`config.mk`:
```
export PLATFORM = sky130hd
export DESIGN_NAME = cpu_seq_flat
export DESIGN_NICKNAME = d
export VERILOG_FILES = /design/src/rtl/cpu_seq_if.sv /design/src/rtl/cpu_seq.sv /design/src/flat_wrapper.sv
export SDC_FILE = /design/constraint.sdc
export NUM_CORES = 1
export LEC_CHECK = 0
export ABC_AREA = 0
export CORE_UTILIZATION = 46
export DETAILED_ROUTE_END_ITERATION = 8
export PLACE_DENSITY_LB_ADDON = 0.08
export SLEW_MARGIN = 0
export SYNTH_ARGS = -nofsm -noshare
export SYNTH_HDL_FRONTEND = slang
export SYNTH_SLANG_ARGS = --single-unit
export TNS_END_PERCENT = 50
```
`constraint.sdc`:
```
create_clock -name i_clk -period 2.2 [get_ports i_clk]
set_input_delay 0.22 -clock i_clk [delete_from_list [all_inputs] [get_ports i_clk]]
set_output_delay 0.22 -clock i_clk [all_outputs]
set_load 0.1 [all_outputs]
```
`src/rtl/cpu_seq_if.sv`:
```
// Sequencer bus bundle: unified memory port plus the instruction/strobe link to the datapath.
// master = sequencer side, slave = memory/datapath side.
interface cpu_seq_if #(
   parameter int unsigned BUSW  = 32,
   parameter int unsigned MINDW = 12,
   parameter int unsigned PSRW  = 5
);
   logic [MINDW-1:0] mem_addr;
   logic             mem_ren;
   logic             mem_wen;
   logic [BUSW-1:0]  mem_rdata;
   logic [PSRW-1:0]  psr;
   logic [31:0]      ireg;
   logic             exec_stb;
   logic             wb_stb;

   modport master (
      output mem_addr, mem_ren, mem_wen, ireg, exec_stb, wb_stb,
      input  mem_rdata, psr
   );

   modport slave (
      input  mem_addr, mem_ren, mem_wen, ireg, exec_stb, wb_stb,
      output mem_rdata, psr
   );
endinterface

```
`src/rtl/cpu_seq.sv`:
```
// Fetch/decode sequencer: owns PC and IR, fetches from memory and steps the datapath.
// Define CPU_SEQ_ICOUNT_EN to add the retired-instruction counter output o_icount.
module cpu_seq #(
   parameter int unsigned BUSW  = 32,
   parameter int unsigned MINDW = 12,
   parameter int unsigned PSRW  = 5
) (
   input  logic             i_clk,
   input  logic             i_reset,
   input  logic             i_run,
   cpu_seq_if.master        bus,
   output logic [MINDW-1:0] o_pc,
   output logic             o_halted
`ifdef CPU_SEQ_ICOUNT_EN
   ,
   output logic [31:0]      o_icount
`endif
);

   typedef enum logic [2:0] {
      StIdle, StFetch, StLoad, StDecode, StExec, StMem, StWb
   } state_e;

   localparam logic [3:0] OpLd  = 4'd1;
   localparam logic [3:0] OpStr = 4'd2;
   localparam logic [3:0] OpBra = 4'd3;
   localparam logic [3:0] OpXor = 4'd4;
   localparam logic [3:0] OpAdd = 4'd5;
   localparam logic [3:0] OpRot = 4'd6;
   localparam logic [3:0] OpShf = 4'd7;
   localparam logic [3:0] OpHlt = 4'd8;
   localparam logic [3:0] OpCmp = 4'd9;

   state_e           r_state;
   logic [MINDW-1:0] r_pc;
   logic [31:0]      r_ireg;
   logic [MINDW-1:0] r_mem_addr;
   logic             r_mem_ren;
   logic             r_mem_wen;
   logic             r_exec_stb;
   logic             r_wb_stb;
   logic             r_halted;
`ifdef CPU_SEQ_ICOUNT_EN
   logic [31:0]      r_icount;
`endif

   state_e           w_state_d;
   logic [MINDW-1:0] w_pc_d;
   logic [31:0]      w_ireg_d;
   logic [BUSW-1:0]  w_rdata;
   logic [PSRW-1:0]  w_cc;
   logic [3:0]       w_op;
   logic [3:0]       w_op_d;
   logic [MINDW-1:0] w_addr_f;
   logic             w_taken;
   logic             w_retire;

   assign w_rdata  = bus.mem_rdata;
   assign w_op     = r_ireg[31:28];
   assign w_cc     = PSRW'(r_ireg[27:23]);
   assign w_addr_f = r_ireg[MINDW-1:0];
   assign w_taken  = (w_cc == '0) || (|(w_cc & bus.psr));
   assign w_op_d   = w_ireg_d[31:28];
   assign w_retire = (r_state inside {StDecode, StExec, StMem, StWb}) &&
                     (w_state_d inside {StFetch, StIdle});

   always_comb begin
      w_state_d = r_state;
      w_pc_d    = r_pc;
      w_ireg_d  = r_ireg;
      unique case (r_state)
         StIdle:   if (i_run) w_state_d = StFetch;
         StFetch:  w_state_d = StLoad;
         StLoad: begin
            w_ireg_d  = w_rdata[31:0];
            w_pc_d    = r_pc + MINDW'(1);
            w_state_d = StDecode;
         end
         StDecode: begin
            case (w_op)
               OpHlt: w_state_d = StIdle;
               OpBra: begin
                  if (w_taken) w_pc_d = w_addr_f;
                  w_state_d = StFetch;
               end
               OpLd:  w_state_d = StMem;
               OpStr, OpXor, OpAdd, OpRot, OpShf, OpCmp: w_state_d = StExec;
               default: w_state_d = StFetch;
            endcase
         end
         StExec: begin
            case (w_op)
               OpStr:   w_state_d = StMem;
               OpCmp:   w_state_d = StFetch;
               default: w_state_d = StWb;
            endcase
         end
         StMem:    w_state_d = (w_op == OpLd) ? StWb : StFetch;
         StWb:     w_state_d = StFetch;
         default:  w_state_d = StIdle;
      endcase
   end

   // Outputs are decoded from the next state so each is a plain register (Moore, no input paths).
   always_ff @(posedge i_clk) begin
      if (i_reset) begin
         r_state    <= StIdle;
         r_pc       <= '0;
         r_ireg     <= '0;
         r_mem_addr <= '0;
         r_mem_ren  <= 1'b0;
         r_mem_wen  <= 1'b0;
         r_exec_stb <= 1'b0;
         r_wb_stb   <= 1'b0;
         r_halted   <= 1'b1;
`ifdef CPU_SEQ_ICOUNT_EN
         r_icount   <= '0;
`endif
      end else begin
         r_state    <= w_state_d;
         r_pc       <= w_pc_d;
         r_ireg     <= w_ireg_d;
         r_mem_addr <= (w_state_d == StMem) ? w_ireg_d[MINDW-1:0] : w_pc_d;
         r_mem_ren  <= (w_state_d == StFetch) || ((w_state_d == StMem) && (w_op_d == OpLd));
         r_mem_wen  <= (w_state_d == StMem) && (w_op_d == OpStr);
         r_exec_stb <= (w_state_d == StExec);
         r_wb_stb   <= (w_state_d == StWb);
         r_halted   <= (w_state_d == StIdle);
`ifdef CPU_SEQ_ICOUNT_EN
         if (w_retire) r_icount <= r_icount + 32'd1;
`endif
      end
   end

   assign bus.mem_addr = r_mem_addr;
   assign bus.mem_ren  = r_mem_ren;
   assign bus.mem_wen  = r_mem_wen;
   assign bus.ireg     = r_ireg;
   assign bus.exec_stb = r_exec_stb;
   assign bus.wb_stb   = r_wb_stb;
   assign o_pc         = r_pc;
   assign o_halted     = r_halted;
`ifdef CPU_SEQ_ICOUNT_EN
   assign o_icount     = r_icount;
`else
   logic w_unused;
   assign w_unused = w_retire;
`endif

endmodule

```
`src/flat_wrapper.sv`:
```
// flat-port wrapper written by rule: the top's interface ports become plain ports
module cpu_seq_flat 
#(
   parameter int unsigned BUSW  = 32,
   parameter int unsigned MINDW = 12,
   parameter int unsigned PSRW  = 5
)
  (i_clk, i_reset, i_run, o_pc, o_halted, bus_mem_addr, bus_mem_ren, bus_mem_wen, bus_ireg, bus_exec_stb, bus_wb_stb, bus_mem_rdata, bus_psr);
  cpu_seq_if #(.BUSW(BUSW), .MINDW(MINDW), .PSRW(PSRW)) bus_i ();
  input  logic i_clk;
  input  logic i_reset;
  input  logic i_run;
  output logic [MINDW-1:0] o_pc;
  output logic o_halted;
  output wire logic [$bits(bus_i.mem_addr)-1:0] bus_mem_addr;
  output wire logic [$bits(bus_i.mem_ren)-1:0] bus_mem_ren;
  output wire logic [$bits(bus_i.mem_wen)-1:0] bus_mem_wen;
  output wire logic [$bits(bus_i.ireg)-1:0] bus_ireg;
  output wire logic [$bits(bus_i.exec_stb)-1:0] bus_exec_stb;
  output wire logic [$bits(bus_i.wb_stb)-1:0] bus_wb_stb;
  input wire logic [$bits(bus_i.mem_rdata)-1:0] bus_mem_rdata;
  input wire logic [$bits(bus_i.psr)-1:0] bus_psr;
  assign bus_mem_addr = bus_i.mem_addr;
  assign bus_mem_ren = bus_i.mem_ren;
  assign bus_mem_wen = bus_i.mem_wen;
  assign bus_ireg = bus_i.ireg;
  assign bus_exec_stb = bus_i.exec_stb;
  assign bus_wb_stb = bus_i.wb_stb;
  assign bus_i.mem_rdata = bus_mem_rdata;
  assign bus_i.psr = bus_psr;
  cpu_seq #(.BUSW(BUSW), .MINDW(MINDW), .PSRW(PSRW)) u_core (.i_clk(i_clk), .i_reset(i_reset), .i_run(i_run), .bus(bus_i), .o_pc(o_pc), .o_halted(o_halted));
endmodule
```
==> reports/summary.txt <==
Comb pwr share -> 33.3%
Synthesized Nets -> 419
First-pass GRT wire length -> 15480 um
Worst rel slew slack -> 59.49%
Skew-Pair Late Insertion Delay -> 340 ps
CP endpoint kind -> flop
Critical path type -> flop to flop
CTS tree -> yes
EDFF count, synth -> 0
Outcome -> finished, violations left
Synth unique cells -> 64
Share of layout cells above drive strength 1 -> 28.14%
R2r setup slk -> 110 ps
PostCTS Resize Cnt -> 0
Final setup fails -> 0
Routed vias/inst -> 5.851
Synth area leader -> dfxtp_1
Crit path from -> u_core.bus.ireg[28]$_SDFF_PP0_
CTS Hold Bufs -> 0
Asr flop ratio synth -> 0%
Internal power -> 0.002222 W
NetSw -> 0.001415 W
Final min period -> 2090 ps
DR WL/cell -> 16.96 um
DRC viols -> 10
First-pass DRT Iterations -> 8
Required time of the critical path -> 2410 ps
Sw frac -> 38.90%
Non-Filler Instances -> 571
Syn avg cell area -> 8.166 um^2
Max Freq -> 478.4 MHz
R2R cell count -> 6
Vias in the first global route -> 3120
Diode count -> 0
Final instance area -> 0.004378 mm^2
Startpoint types -> flop
Crit Reg-Reg Endpoint -> u_core.bus.mem_addr[11]$_SDFF_PP0_
Inserted Clock Buffers -> 9
Clock transition at the registers of the reported paths -> 70 ps
Die W -> 83.92 um
Synth Warn # -> 0
Yosys top cell area share -> 41.51%
Post-DP HPWL -> 7168 um
Nets -> 531
Seq/Total Area, Yosys -> 41.51%
Count leader, synth -> nand2_1
Max VDD drop -> 0.0007434 V
Starting Density -> 48.06%
Failing checks -> design-rule violations
Pins Over Slew Limit -> 0
Post-route ant nets -> 0
Clock skew -> 9.071 ps
Reg2reg start -> u_core.bus.ireg[28]$_SDFF_PP0_
# H-tree levels -> 3
Num Clock Sinks -> 64
Clock Path Buffers -> 2
Max-cap violations -> 0
Buffers on Ports -> 100
Vias -> 3341
RSZ-0062 raised after global routing -> no
GP Congestion -> 0.9326
Final Hold Vio Count -> 0
Final setup TNS -> 0 ps
Setup bufs post-CTS -> 0
Total GRT Usage -> 28.04%
Post-Place Worst Slack -> 2.320 ps
#FFs+latches synth -> 64
CP Max Fanout -> 13
Largest net degree at the start of global routing -> 33
Synth area leaders -> dfxtp_1 42%, nand2_1 10%, a21oi_1 7.0%, a211oi_1 5.6%, nor2_1 2.1%
Part of the power in registers -> 36.5%
Worst path arrival time -> 2300 ps
Ports -> 101
Dominant synthesized flop cell -> dfxtp_1
P&R area growth vs syn -> 41.83%
Hold Path Class -> primary input to flop
Die height -> 83.92 um
Static leakage -> 1.751 nW
Detailed Route WL -> 9684 um
Worst Tran Pin Value -> 607.6 ps
Overall Power -> 0.003637 W
Clock share of power -> 30.3%
Placed insts -> 556
Die area -> 0.007042 mm^2
Fin crit share -> 95.01%
GR Overflow Total -> 0
End point of the critical path -> u_core.bus.mem_addr[11]$_SDFF_PP0_
Violation count after the first detailed-route iteration -> 206
Post-synth top cells -> 85 x nand2_1, 64 x dfxtp_1, 43 x a21oi_1, 23 x a211oi_1, 17 x nor2_1
Clk root buf -> clkbuf_8
DP Area -> 0.004170 mm^2
Post-Syn Instances -> 378
Post-Syn Area -> 0.003087 mm^2
CORE AREA -> 0.006422 mm^2
Initial antenna violation count -> 0
Final WS setup -> 109.7 ps
Cell Pwr Density -> 830.7 mW/mm^2
# rows -> 29
==> metal layers <==
layer / wire, um / GRT usage (%)
met3: 635 / 5.143
met5: 0 / 0
met1: 3856 / 33.76
met2: 4874 / 47.84
met4: 317 / 13.95
==> cells by family after synthesis <==
family	after synthesis	share of synthesized area (%)
simple gates	161	25.70
compound gates	115	26.19
flops	64	41.51
xor+xnor	1	0.2838
fa+ha+maj	1	0.4053
buf+inv	31	4.215
mux	5	1.702
==> cell usage in the layout, fill, tap and decap left out, types with 3 or more instances in the layout <==
master / count
a211oi_1: 23
a21oi_1: 43
a311oi_1: 5
and3_1: 4
buf_4: 86
clkbuf_8: 9
clkdlybuf4s50_1: 38
clkinv_2: 3
dfxtp_1: 47
dfxtp_2: 17
inv_1: 5
mux2i_1: 3
nand2_1: 85
nand3_1: 6
nand3b_1: 6
nand4_1: 4
nor2_1: 17
nor2b_1: 8
nor3_1: 6
o211a_1: 3
o21ai_0: 4
o311ai_0: 3
or3_1: 3
==> state kept, by name (all words and copies together), names as in the netlist <==
| signal | flops |
|---|---|
| u_core.bus.exec_stb | 1 |
| u_core.bus.ireg | 32 |
| u_core.bus.mem_addr | 12 |
| u_core.bus.mem_ren | 1 |
| u_core.bus.mem_wen | 1 |
| u_core.bus.wb_stb | 1 |
| u_core.o_halted | 1 |
| u_core.o_pc | 12 |
| u_core.r_state | 3 |
==> critical path: stages, from the launching register on <==
cell      delay (ps)
dfxtp_2          400
nor3b_1          390
o21ai_0          210
a32o_1           290
buf_4            200
a211oi_1         360
a211oi_1         100
==> per-stage QoR <==
stage,hold slack [ps],util [%]
global placement,443.0,64.93
finish,368.0,68.17
floorplan,288.8,-
CTS,355.8,68.17
global route,393.0,68.17
detailed placement,448.2,64.93
==> how the worst min path moves through the flow <==
stage | from | to | slack, ps | cells past startpoint
after CTS | i_reset | u_core.bus.ireg[28]$_SDFF_PP0_ | 360 | 2
final | i_reset | u_core.bus.ireg[28]$_SDFF_PP0_ | 370 | 2
after detailed placement | u_core.bus.ireg[17]$_SDFFE_PP0P_ | u_core.bus.ireg[17]$_SDFFE_PP0P_ | 450 | 2
after global placement | u_core.bus.ireg[14]$_SDFFE_PP0P_ | u_core.bus.ireg[14]$_SDFFE_PP0P_ | 440 | 2
after floorplan | i_reset | u_core.bus.ireg[29]$_SDFF_PP0_ | 290 | 1
after global routing | i_reset | u_core.bus.ireg[28]$_SDFF_PP0_ | 390 | 2
==> cell type report <==
| type | instances | area (um^2) |
|---|---|---|
| clock buffer | 9 | 123.9 |
| multi-input combinational | 283 | 1682 |
| fill | 560 | 2044 |
| clock inverter | 6 | 83.83 |
| sequential | 64 | 1303 |
| timing repair buffer | 127 | 1071 |
| tap | 77 | 96.34 |
| inverter | 5 | 18.77 |
==> power by group through the flow <==
stage | combinational [W] | sequential (W) | clock, W
floorplan | 0.000350 | 0.00183 | 0
global placement | 0.00120 | 0.00135 | 0
detailed placement | 0.00121 | 0.00135 | 0
CTS | 0.00121 | 0.00133 | 0.00111
global route | 0.00128 | 0.00134 | 0.00116
finish | 0.00121 | 0.00133 | 0.00110
Note: power is estimated with default switching activity, not from simulation.
